$ cat config.mk
export PLATFORM = sky130hd
export DESIGN_NAME = opend_barrier_ctrl_flat
export DESIGN_NICKNAME = d
export VERILOG_FILES = /design/src/rtl/opend_barrier_ctrl_if.sv /design/src/rtl/opend_barrier_ctrl.sv /design/src/flat_wrapper.sv
export SDC_FILE = /design/constraint.sdc
export NUM_CORES = 1
export LEC_CHECK = 0
export ABC_CLOCK_PERIOD_IN_PS = 2150
export BUFFER_PORTS_ARGS = -buffer_cell sky130_fd_sc_hd__buf_2
export CAP_MARGIN = 25
export CORE_AREA = 2 2 107 88
export CTS_CLUSTER_SIZE = 8
export DETAILED_ROUTE_END_ITERATION = 6
export DIE_AREA = 0 0 109 90
export GPL_TIMING_DRIVEN = 0
export PLACE_DENSITY_LB_ADDON = 0.15
export SYNTH_ARGS = -nofsm -noshare
export SYNTH_HDL_FRONTEND = slang
export SYNTH_SLANG_ARGS = --single-unit
$ cat constraint.sdc
create_clock -name clk -period 2.15 [get_ports clk]
set_input_delay 0.5375 -clock clk [delete_from_list [all_inputs] [get_ports clk]]
set_output_delay 0.5375 -clock clk [all_outputs]
set_load 0.05 [all_outputs]
$ cat src/rtl/opend_barrier_ctrl_if.sv
// Handshake bundle between the barrier sequencer, the cores and the memory controller.
// master is the sequencer side; slave is the side of the cores, the host and the memory controller.
interface opend_barrier_ctrl_if #(
   parameter int NUM_CORES = 16,
   parameter int ITER_W    = 8,
   parameter int TO_W      = 12
);
   logic                 start;
   logic [NUM_CORES-1:0] core_mask;
   logic [ITER_W-1:0]    num_iters;
   logic [TO_W-1:0]      timeout;
   logic [NUM_CORES-1:0] core_done;
   logic                 mem_ack;
   logic [NUM_CORES-1:0] core_go;
   logic                 mem_req;
   logic [NUM_CORES-1:0] done_flags;
   logic [ITER_W-1:0]    iter_count;
   logic                 busy;
   logic                 finished;
   logic                 timed_out;

   modport master (
      input  start, core_mask, num_iters, timeout, core_done, mem_ack,
      output core_go, mem_req, done_flags, iter_count, busy, finished, timed_out
   );

   modport slave (
      output start, core_mask, num_iters, timeout, core_done, mem_ack,
      input  core_go, mem_req, done_flags, iter_count, busy, finished, timed_out
   );
endinterface

$ cat src/rtl/opend_barrier_ctrl.sv
// Barrier sequencer: releases the participating cores, gathers their op-end flags and
// issues one memory transfer per iteration, with a wait-phase timeout against hung cores.
module opend_barrier_ctrl #(
   parameter int NUM_CORES = 16,
   parameter int ITER_W    = 8,
   parameter int TO_W      = 12
) (
   input  logic                    clk,
   input  logic                    reset_n,
   opend_barrier_ctrl_if.master    bus
);
   localparam logic [2:0] S_IDLE    = 3'd0;
   localparam logic [2:0] S_RELEASE = 3'd1;
   localparam logic [2:0] S_WAIT    = 3'd2;
   localparam logic [2:0] S_MEM     = 3'd3;
   localparam logic [2:0] S_DONE    = 3'd4;

   logic [2:0]           state;
   logic [NUM_CORES-1:0] mask_q;
   logic [NUM_CORES-1:0] flags_q;
   logic [NUM_CORES-1:0] nxt_flags;
   logic [ITER_W-1:0]    iters_q;
   logic [ITER_W-1:0]    iter_q;
   logic [ITER_W-1:0]    iter_inc;
   logic [TO_W-1:0]      tmo_q;
   logic [TO_W-1:0]      to_cnt;
   logic [TO_W-1:0]      to_inc;
   logic                 to_q;
   logic                 all_done;
   logic                 expired;

   // A flag arriving in the same WAIT cycle already counts towards completion.
   always_comb begin
      nxt_flags = flags_q | (bus.core_done & mask_q);
      all_done  = (nxt_flags == mask_q);
      to_inc    = to_cnt + TO_W'(1);
      expired   = (tmo_q != '0) && (to_inc == tmo_q);
      iter_inc  = iter_q + ITER_W'(1);
   end

   // NOTE: sequential state uses non-blocking assignments only, so every register
   // sees the pre-edge values of the others regardless of statement order.
   always_ff @(posedge clk or negedge reset_n) begin
      if (!reset_n) begin
         state   <= S_IDLE;
         mask_q  <= '0;
         flags_q <= '0;
         iters_q <= '0;
         iter_q  <= '0;
         tmo_q   <= '0;
         to_cnt  <= '0;
         to_q    <= 1'b0;
      end else begin
         case (state)
            S_IDLE: begin
               if (bus.start) begin
                  mask_q  <= bus.core_mask;
                  iters_q <= bus.num_iters;
                  tmo_q   <= bus.timeout;
                  iter_q  <= '0;
                  to_q    <= 1'b0;
                  state   <= (bus.core_mask == '0 || bus.num_iters == '0) ? S_DONE : S_RELEASE;
               end
            end
            S_RELEASE: begin
               flags_q <= '0;
               to_cnt  <= '0;
               state   <= S_WAIT;
            end
            S_WAIT: begin
               flags_q <= nxt_flags;
               to_cnt  <= to_inc;
               if (all_done) begin
                  state <= S_MEM;
               end else if (expired) begin
                  to_q  <= 1'b1;
                  state <= S_DONE;
               end
            end
            S_MEM: begin
               if (bus.mem_ack) begin
                  iter_q <= iter_inc;
                  state  <= (iter_inc == iters_q) ? S_DONE : S_RELEASE;
               end
            end
            S_DONE:  state <= S_IDLE;
            default: state <= S_IDLE;
         endcase
      end
   end

   // Outputs decode straight from state, so reset drops mem_req without waiting for an edge.
   assign bus.core_go    = (state == S_RELEASE) ? mask_q : '0;
   assign bus.mem_req    = (state == S_MEM);
   assign bus.done_flags = flags_q;
   assign bus.iter_count = iter_q;
   assign bus.busy       = (state != S_IDLE);
   assign bus.finished   = (state == S_DONE);
   assign bus.timed_out  = to_q;
endmodule
$ cat src/flat_wrapper.sv
// flat-port wrapper written by rule: the top's interface ports become plain ports
module opend_barrier_ctrl_flat 
#(
   parameter int NUM_CORES = 16,
   parameter int ITER_W    = 8,
   parameter int TO_W      = 12
)
  (clk, reset_n, bus_start, bus_core_mask, bus_num_iters, bus_timeout, bus_core_done, bus_mem_ack, bus_core_go, bus_mem_req, bus_done_flags, bus_iter_count, bus_busy, bus_finished, bus_timed_out);
  opend_barrier_ctrl_if #(.NUM_CORES(NUM_CORES), .ITER_W(ITER_W), .TO_W(TO_W)) bus_i ();
  input  logic clk;
  input  logic reset_n;
  input wire logic [$bits(bus_i.start)-1:0] bus_start;
  input wire logic [$bits(bus_i.core_mask)-1:0] bus_core_mask;
  input wire logic [$bits(bus_i.num_iters)-1:0] bus_num_iters;
  input wire logic [$bits(bus_i.timeout)-1:0] bus_timeout;
  input wire logic [$bits(bus_i.core_done)-1:0] bus_core_done;
  input wire logic [$bits(bus_i.mem_ack)-1:0] bus_mem_ack;
  output wire logic [$bits(bus_i.core_go)-1:0] bus_core_go;
  output wire logic [$bits(bus_i.mem_req)-1:0] bus_mem_req;
  output wire logic [$bits(bus_i.done_flags)-1:0] bus_done_flags;
  output wire logic [$bits(bus_i.iter_count)-1:0] bus_iter_count;
  output wire logic [$bits(bus_i.busy)-1:0] bus_busy;
  output wire logic [$bits(bus_i.finished)-1:0] bus_finished;
  output wire logic [$bits(bus_i.timed_out)-1:0] bus_timed_out;
  assign bus_i.start = bus_start;
  assign bus_i.core_mask = bus_core_mask;
  assign bus_i.num_iters = bus_num_iters;
  assign bus_i.timeout = bus_timeout;
  assign bus_i.core_done = bus_core_done;
  assign bus_i.mem_ack = bus_mem_ack;
  assign bus_core_go = bus_i.core_go;
  assign bus_mem_req = bus_i.mem_req;
  assign bus_done_flags = bus_i.done_flags;
  assign bus_iter_count = bus_i.iter_count;
  assign bus_busy = bus_i.busy;
  assign bus_finished = bus_i.finished;
  assign bus_timed_out = bus_i.timed_out;
  opend_barrier_ctrl #(.NUM_CORES(NUM_CORES), .ITER_W(ITER_W), .TO_W(TO_W)) u_core (.clk(clk), .reset_n(reset_n), .bus(bus_i));
endmodule
Yosys cells after proc, flatten, opt, wreduce, memory -nomap -nowiden
Index checks and enable logic that the tools add are counted.
- register bits after elaboration: 76
- input bits: 56
- add/sub/neg operators: 2
- eq/ne operators: 12
- mux-type cells: 17
- bitwise operators: 2
- reductions and logical operators: 14
- operators with widths (cell ; number):
    case mux 16 bit (2 select lines) ; 1
    case mux 12 bit (2 select lines) ; 1
    two-way mux 3 bit ; 6
    bitwise AND 16 bit ; 1
    equality test 16 bit ; 1
    zero test 16 bit ; 1
    two-way mux 16 bit ; 1
    two-way mux 8 bit ; 2
    bitwise OR 16 bit ; 1
    case mux 8 bit (2 select lines) ; 1
    adder 12 x 1 -> 12 bit, second input constant ; 1
    equality test 12 bit ; 1
    case mux 3 bit (4 select lines) ; 1
    nonzero test 12 bit ; 1
    adder 8 x 1 -> 8 bit, second input constant ; 1
    equality test 8 bit ; 1
    zero test 8 bit ; 1
    equality test 3 x 2 -> 1 bit, second input constant ; 2
    inequality test 2 bit, second input constant ; 3
    AND reduction 3 bit ; 2
    nonzero test 2 bit ; 3
    AND reduction 4 bit ; 1
    equality test 3 x 1 -> 1 bit, second input constant ; 1
    equality test 3 bit, second input constant ; 1
    other kinds (9) ; 11

Logic depth before layout (Yosys ltp)
Gate-level depths: netlist of the first run.
- depth after elaboration: 6
- mapped depth: 8
- gate-level depth less buffers: 7

Worst setup path before layout of the first run
No wires, ideal clock.
- path kind: register to register
- start point: register u_core.state[1]
- end point: register u_core.iter_q[3], in the netlist u_core.bus.iter_count[3]
- arrival time: 2.584 ns
- required time: 2.050 ns
- setup slack: -0.535 ns
- cell stages (with the launch flop): 7
- buffers on the path: 0
- clock period less this slack: 2.685 ns
- path through: dfrtp_1 inv_1 nor3b_1 nand2_1 nor2_1 o21ai_0 o31ai_1
- word-level cells in the longest chain between the ends: 3
- elaborated cells on any way between the ends: 7
- those cells by class: eq/ne (3); mux (1); reduce/logical (3)
- RTL lines (what ; RTL line ; RTL):
    from (decl) ; opend_barrier_ctrl.sv:18 ; logic [2:0] state;
    from (signal assigned) ; opend_barrier_ctrl.sv:62 ; state <= (bus.core_mask == '0 || bus.num_iters == '0) ? S_DONE : S_RELEASE;
    from (signal assigned) ; opend_barrier_ctrl.sv:83 ; state <= (iter_inc == iters_q) ? S_DONE : S_RELEASE;
    equality test 3 x 2 -> 1 bit (*) ; - ;
    net bus_mem_req ; flat_wrapper.sv:19 ; output wire logic [$bits(bus_i.mem_req)-1:0] bus_mem_req;
    inequality test 2 bit (no source line) or nonzero test 2 bit (tied branches) ; - ;
    AND reduction 3 bit (no source line) ; - ;
    to (signal assigned) ; opend_barrier_ctrl.sv:82 ; iter_q <= iter_inc;
    to (decl) ; opend_barrier_ctrl.sv:23 ; logic [ITER_W-1:0] iter_q;
Mark *: on every way through the listed nets, which the timed path passes. The rest lies on a longest branch.
A chain may end at the register's enable or synchronous reset.

Final worst setup path of the first run
- start point: register u_core.to_cnt[1]
- end point: register u_core.state[2]
- word-level cells in the longest chain between the ends: 5
- RTL lines (what ; RTL line ; RTL):
    from (decl) ; opend_barrier_ctrl.sv:26 ; logic [TO_W-1:0] to_cnt;
    from (signal assigned) ; opend_barrier_ctrl.sv:72 ; to_cnt <= to_inc;
    adder 12 x 1 -> 12 bit ; opend_barrier_ctrl.sv:36 ; to_inc = to_cnt + TO_W'(1);
    equality test 12 bit ; opend_barrier_ctrl.sv:37 ; expired = (tmo_q != '0) && (to_inc == tmo_q);
    logical AND 1 bit ; opend_barrier_ctrl.sv:37 ;
    inequality test 3 x 1 -> 1 bit (no source line) ; - ;
    AND reduction 3 bit (no source line) ; - ;
Every way passes these cells.

==> results_dict.tcl, run 1 <==
set metrics [dict create \
    status "finished with violations" \
    violations "negative setup slack" \
    grt_pass1_vias 3842 \
    hold_class "input pin to async pin" \
    final_area_mm2 0.00545 \
    htreeDepth 3 \
    peakVddDrop_uv 779 \
    period_needed_ns 2.18 \
    overflow 0 \
    syn_nets 555 \
    synth_seq_cells 76 \
    reg2reg_to "u_core.state[2]" \
    fin_ws_ns -0.0301 \
    gp_congestion 0.908 \
    clock_sinks 76 \
    synth.lib_cells_used.distinct 42 \
    r2r_cells 9 \
    nets 674 \
    antenna_found_initial 0 \
    cts_tree "done" \
    regToRegSetupSlack_ns -0.03 \
    worst_ep_required_time_ns 2.42 \
    worstSetupStartpoint "u_core.to_cnt[1]" \
    setup_tns_ns -0.0469 \
    initial_utilization_pct 47.6 \
    coreArea_mm2 0.00880 \
    p_per_area_mw_per_mm2 1450 \
    dp_hpwl_um 9080 \
    drt_first_iter_violations 252 \
    clock.fmax_mhz 459 \
    setup_viol 2 \
    hold_buffers 0 \
    vias 4081 \
    path_clk_slew_ns 0.08 \
    critical_path.max_fanout 3 \
    cts-root-buf "clkbuf_8" \
    cp-end-kind "flip-flop" \
    finalClockSkew_ns 0.00908 \
    mostFrequentLayoutCell "nand2_1" \
    hold_slack_ns 0.0807 \
    instances_no_fill 734 \
    syn2layout_area_growth_pct 30.0 \
    wl_per_cell_um 16.8 \
    grt_usage_pct 26.0 \
    cp.arrival_ns 2.45 \
    cts-buffers-inserted 9 \
    detail-route-antenna-nets 0 \
    num_rows 31 \
    grt_max_degree 53 \
    die_w_um 109 \
    yosysSeqAreaShare_pct 45.4 \
    r2r-start "u_core.to_cnt[1]" \
    synth.avg_cell_area_um2 8.45 \
    detail_route.first_pass.iterations 4 \
    maxCapViolCount 0 \
    postLayoutCoreUtil_pct 61.9 \
    synth_flop_cell "dfrtp_1" \
    grt_pass1_wl_um 19500 \
    min_period_over_period_pct 101 \
    diodes 0 \
    syn-instance-count 496 \
    grt_setup_unrepaired "true" \
    final_cell_mix "nand2_1 (120), buf_2 (84), dfrtp_1 (66)" \
    endpoint "u_core.state[2]" \
    io_buffers 99 \
    wl_um 12300 \
    drive_gt1_share_pct 29.4 \
    start_kind "flip-flop" \
    tightest_slew_ns 0.595 \
    ys_warn_count 0 \
    synthArstFlopShare_pct 100 \
    power_leakage_nw 2.60 \
    clk_path_buf_depth 2 \
    cp_slowest_cell "dfrtp_2" \
    hold_viol 0 \
    syn_area_mm2 0.00419 \
    dp.cells 711 \
    criticalPathCategory "flip-flop to flip-flop" \
    worstPathCellList "buf_6, ha_1, and3_4, and4_4, xnor2_4, nor4_4, buf_4, a31oi_4, a211oi_2" \
    synth_edf_count 0 \
    relSlewSlack_pct 60.3 \
    critPathMaxStageDelay_ns 0.46 \
    vias_per_cell 5.56 \
    die-area_mm2 0.00981 \
    ios 100 \
    clock_latency_ns 0.36 \
    fillCellCount 808 \
    place_area_mm2 0.00488 \
    fp.dieH_um 90 \
    drc 0 \
    slew_violations 0 \
]
-- power breakdown --
part | total (W) | leakage, nW | switching [W] | internal [W]
registers | 0.00251 | 0.976 | 0.000581 | 0.00193
clock network | 0.00132 | 0.122 | 0.000531 | 0.000792
logic | 0.00409 | 1.50 | 0.00262 | 0.00147
-- layer usage --
| metal | share of wire, % | GRT usage, % | wire [um] |
|---|---|---|---|
| met3 | 4.8 | 5.22 | 598 |
| met4 | 1.0 | 6.73 | 127 |
| met1 | 48 | 37.7 | 5890 |
| met5 | 0 | 0 | 0 |
| met2 | 46 | 39.5 | 5740 |
-- final cells by class --
class / count / area [um2] / area share, %
Timing Repair Buffer: 110 / 663 / 12.2
Clock inverter: 5 / 100 / 1.84
Multi-Input combinational cell: 388 / 2330 / 42.8
Tap cell: 115 / 144 / 2.64
Sequential cell: 76 / 1910 / 35.1
Buffer: 22 / 129 / 2.36
Inverter: 8 / 30.0 / 0.551
Clock buffer: 10 / 138 / 2.52
-- state kept, by name (all words and copies together), names as in the netlist --
| register | count |
|---|---|
| u_core.bus.timed_out | 1 |
| u_core.state | 3 |
| u_core.bus.done_flags | 16 |
| u_core.iters_q | 8 |
| u_core.bus.iter_count | 8 |
| u_core.mask_q | 16 |
| u_core.tmo_q | 12 |
| u_core.to_cnt | 12 |
-- logic make-up (layout without fill, tap and decap cells) --
group,after synthesis,count (layout),synth area share (%)
xor+xnor,29,29,6.06
fa+ha+maj,3,3,0.895
flops,76,76,45.4
buf+inv,32,155,3.19
simple gates,264,264,31.0
compound gates,90,90,13.0
mux,2,2,0.477
-- worst max-delay path, delay by kind of cell, from the launching register on --
family,cells,cell delay [ns]
AOI/OAI and AO/OA,2,0.30
DFF,1,0.46
and+or+nand+nor,3,0.70
buffers and inverters,2,0.33
xor gates and xnor gates,1,0.15
adders and majority gates,1,0.17
-- through the flow --
| stage | power [W] | setup slack [ns] |
|---|---|---|
| 2_1_floorplan | 0.00495 | 0.0263 |
| 3_3_place_gp | 0.00594 | -0.198 |
| 3_5_place_dp | 0.00602 | -0.242 |
| 4_1_cts | 0.00754 | -0.0114 |
| 5_1_grt | 0.00843 | -0.114 |
| 6_report | 0.00792 | -0.0301 |
-- how the worst min path moves through the flow --
stage / startpoint / end / cells past startpoint
final: reset_n / u_core.bus.iter_count[0] / 1
after global routing: reset_n / u_core.bus.iter_count[6] / 1
after CTS: reset_n / u_core.bus.iter_count[6] / 1
after detailed placement: reset_n / u_core.bus.iter_count[0] / 1
after global placement: u_core.iters_q[0] / u_core.iters_q[0] / 2
after floorplan: reset_n / u_core.bus.done_flags[0] / 0
-- cells in the mapped netlist, types with 3 or more instances --
| library cell | count | area [um2] |
|---|---|---|
| nor3b_1 | 19 | 143 |
| nor2b_1 | 13 | 81.3 |
| ha_1 | 3 | 37.5 |
| xnor2_1 | 22 | 193 |
| buf_4 | 3 | 22.5 |
| nand2_1 | 121 | 454 |
| xor2_1 | 7 | 61.3 |
| and3_1 | 17 | 106 |
| a21oi_1 | 16 | 80.1 |
| a2111oi_0 | 5 | 43.8 |
| nor3_1 | 4 | 20.0 |
| a211oi_1 | 3 | 22.5 |
| a31oi_1 | 9 | 56.3 |
| inv_1 | 8 | 30.0 |
| dfrtp_1 | 76 | 1900 |
| o21ai_0 | 36 | 180 |
| clkbuf_1 | 19 | 71.3 |
| nand3_1 | 11 | 55.1 |
| and2_1 | 6 | 37.5 |
| nor4_1 | 14 | 87.6 |
| nand4_1 | 6 | 37.5 |
| o31ai_1 | 7 | 52.6 |
| nor2_1 | 39 | 146 |
| or3_1 | 3 | 18.8 |
| o22ai_1 | 3 | 18.8 |
-- what timing repair did --
| action | in CTS | in global routing |
|---|---|---|
| setup buffers | 2 | 8 |
| pin swaps | 3 | 14 |
| setup endpoints to repair | 47 | 31 |
| gates resized for setup | 42 | 44 |
Note: power is estimated with default switching activity, not from simulation.
==> run 2, diff against run 1 <==
--- a/config.mk
+++ b/config.mk
@@ -8,10 +8,12 @@
 export ABC_CLOCK_PERIOD_IN_PS = 2150
 export BUFFER_PORTS_ARGS = -buffer_cell sky130_fd_sc_hd__buf_2
 export CAP_MARGIN = 25
-export CORE_AREA = 2 2 107 88
+export CELL_PAD_IN_SITES_DETAIL_PLACEMENT = 1
+export CELL_PAD_IN_SITES_GLOBAL_PLACEMENT = 1
+export CORE_AREA = 2 2 124 102
 export CTS_CLUSTER_SIZE = 8
 export DETAILED_ROUTE_END_ITERATION = 6
-export DIE_AREA = 0 0 109 90
+export DIE_AREA = 0 0 126 104
 export GPL_TIMING_DRIVEN = 0
 export PLACE_DENSITY_LB_ADDON = 0.15
 export SYNTH_ARGS = -nofsm -noshare
==> results_dict.tcl, run 2 (synthesized netlist as in run 1, its figures left out) <==
set metrics [dict create \
    relSlewSlack_pct 52.0 \
    p_switching_w 0.00396 \
    mostFrequentLayoutCell "nand2_1" \
    start_kind "flip-flop" \
    critical_path.max_fanout 5 \
    hold_slack_ns 0.115 \
    cts-buffers-inserted 9 \
    dp_hpwl_um 10500 \
    fin_ws_ns 0.0135 \
    gp_congestion 0.899 \
    syn2layout_area_growth_pct 34.0 \
    grt_setup_unrepaired "true" \
    initial_utilization_pct 35.3 \
    p_comb_share_pct 51.6 \
    worst_ep_required_time_ns 2.37 \
    htreeDepth 3 \
    p_int_w 0.00428 \
    hold_buffers 0 \
    hold_viol 0 \
    ios 100 \
    pre_cts_ws_ns -0.357 \
    fillCellCount 1450 \
    criticalPathCategory "flip-flop to flip-flop" \
    critPathMaxStageDelay_ns 0.46 \
    worstPathCellList "ha_4, xor2_1, a211oi_1, o211ai_1, nor4_4, o2111ai_2, a211o_1" \
    setup_viol 0 \
    cp-end-kind "flip-flop" \
    pwr-share-seq_pct 30.9 \
    swShare_pct 48.0 \
    diodes 0 \
    multi_input_area_mm2 0.00237 \
    maxCapViolCount 0 \
    grt_pass1_vias 4304 \
    drt_first_iter_violations 221 \
    period_needed_ns 2.14 \
    antenna_found_initial 0 \
    status "finished clean" \
    nets 677 \
    tightest_slew_ns 0.713 \
    coreArea_mm2 0.0119 \
    wl_um 14500 \
    die_w_um 126 \
    power_leakage_nw 2.65 \
    register_area_mm2 0.00192 \
    grt_pass1_wl_um 23100 \
    p_per_area_mw_per_mm2 1470 \
    finalClockSkew_ns 0.00507 \
    cp_slowest_cell "dfrtp_2" \
    vias_per_cell 5.36 \
    num_rows 36 \
    drive_gt1_share_pct 30.3 \
    slew_violations 0 \
    cp.arrival_ns 2.36 \
    drc 0 \
    grt_usage_pct 22.2 \
    detail_route.first_pass.iterations 4 \
    clock.fmax_mhz 468 \
    clock_latency_ns 0.34 \
    vias 4152 \
    clk_path_buf_depth 2 \
    clock_sinks 76 \
    clkPwrFrac_pct 17.5 \
    cts_tree "done" \
    grt_max_degree 52 \
    wl_per_cell_um 18.7 \
    peakVddDrop_uv 533 \
    min_period_over_period_pct 99.4 \
    final_cell_mix "nand2_1 (120), buf_2 (82), dfrtp_1 (65)" \
    hold_class "input pin to async pin" \
    detail-route-antenna-nets 0 \
    setup_tns_ns 0 \
    p_total_w 0.00824 \
    die-area_mm2 0.0131 \
    overflow 0 \
    path_clk_slew_ns 0.06 \
    fp.dieH_um 104 \
    cts-root-buf "clkbuf_16" \
    io_buffers 99 \
]
## run 2: changes by cell type in the layout (fill, tap and decap cells not counted), sizes merged
cell / before / now
buf: 118 / 120
clkbuf: 24 / 25
bufinv: 3 / 0
clkinvlp: 0 / 4
## run 2: through the flow
stage	util, %	area, um2	instances
2_1_floorplan	-	4210	496
3_3_place_gp	41.2	4900	747
3_5_place_dp	41.4	4930	748
4_1_cts	45.4	5400	767
5_1_grt	47.3	5620	775
6_report	47.3	5620	775
## run 2: power by group through the flow
stage / combinational, W / sequential [W] / clock [W]
after floorplan: 0.00223 / 0.00273 / 0
after global placement: 0.00353 / 0.00249 / 0
after detailed placement: 0.00361 / 0.00252 / 0
after CTS: 0.00395 / 0.00252 / 0.00147
after global routing: 0.00462 / 0.00263 / 0.00152
final: 0.00425 / 0.00255 / 0.00144
## run 2: final timing paths
| kind | from | to | slack, ns | cells after the start |
|---|---|---|---|---|
| max | u_core.to_cnt[0] | u_core.state[1] | 0.01 | 7 |
| min | reset_n | u_core.bus.iter_count[4] | 0.11 | 1 |
| max reg2reg | u_core.to_cnt[0] | u_core.state[1] | 0.01 | 7 |
| min reg2reg | u_core.iters_q[6] | u_core.iters_q[6] | 0.50 | 2 |
| max in group asynchronous | reset_n | u_core.to_cnt[1] | 1.43 | 2 |
| min in group clk | bus_timeout[0] | u_core.tmo_q[0] | 0.39 | 3 |
## run 2: critical path, delay by kind of cell (launching register included)
| kind | cells | cell delay (ns) |
|---|---|---|
| XOR/XNOR | 1 | 0.15 |
| AND/OR/NAND/NOR | 1 | 0.26 |
| AO/OA/AOI/OAI | 4 | 0.89 |
| flip-flops | 1 | 0.46 |
| adder cells (fa/ha/maj) | 1 | 0.26 |
## run 2: what timing repair did
item | CTS | global route
buffers inserted | 5 | 9
setup endpoints to repair | 53 | 69
resized for setup | 54 | 44
hold endpoints to repair | 0 | 0
pin swaps | 7 | 7
## run 2: cell type report
type,count,area share [%]
buffer,21,2.40
clock buffer,10,4.25
clock inverter,6,0.712
inverter,8,0.534
multi-input combinational,388,42.1
sequential,76,34.1
tap,152,3.38
timing repair buffer,114,12.5
## run 2: layer usage
layer / GRT usage (%) / vias to the layer above / routed length (um) / share of wire [%]
met1: 31.6 / 2061 / 6780 / 47
met5: 0 / - / 0 / 0
met2: 34.3 / 96 / 6680 / 46
li1: - / 1969 / - / -
met4: 6.12 / 0 / 277 / 1.9
met3: 4.58 / 26 / 742 / 5.1
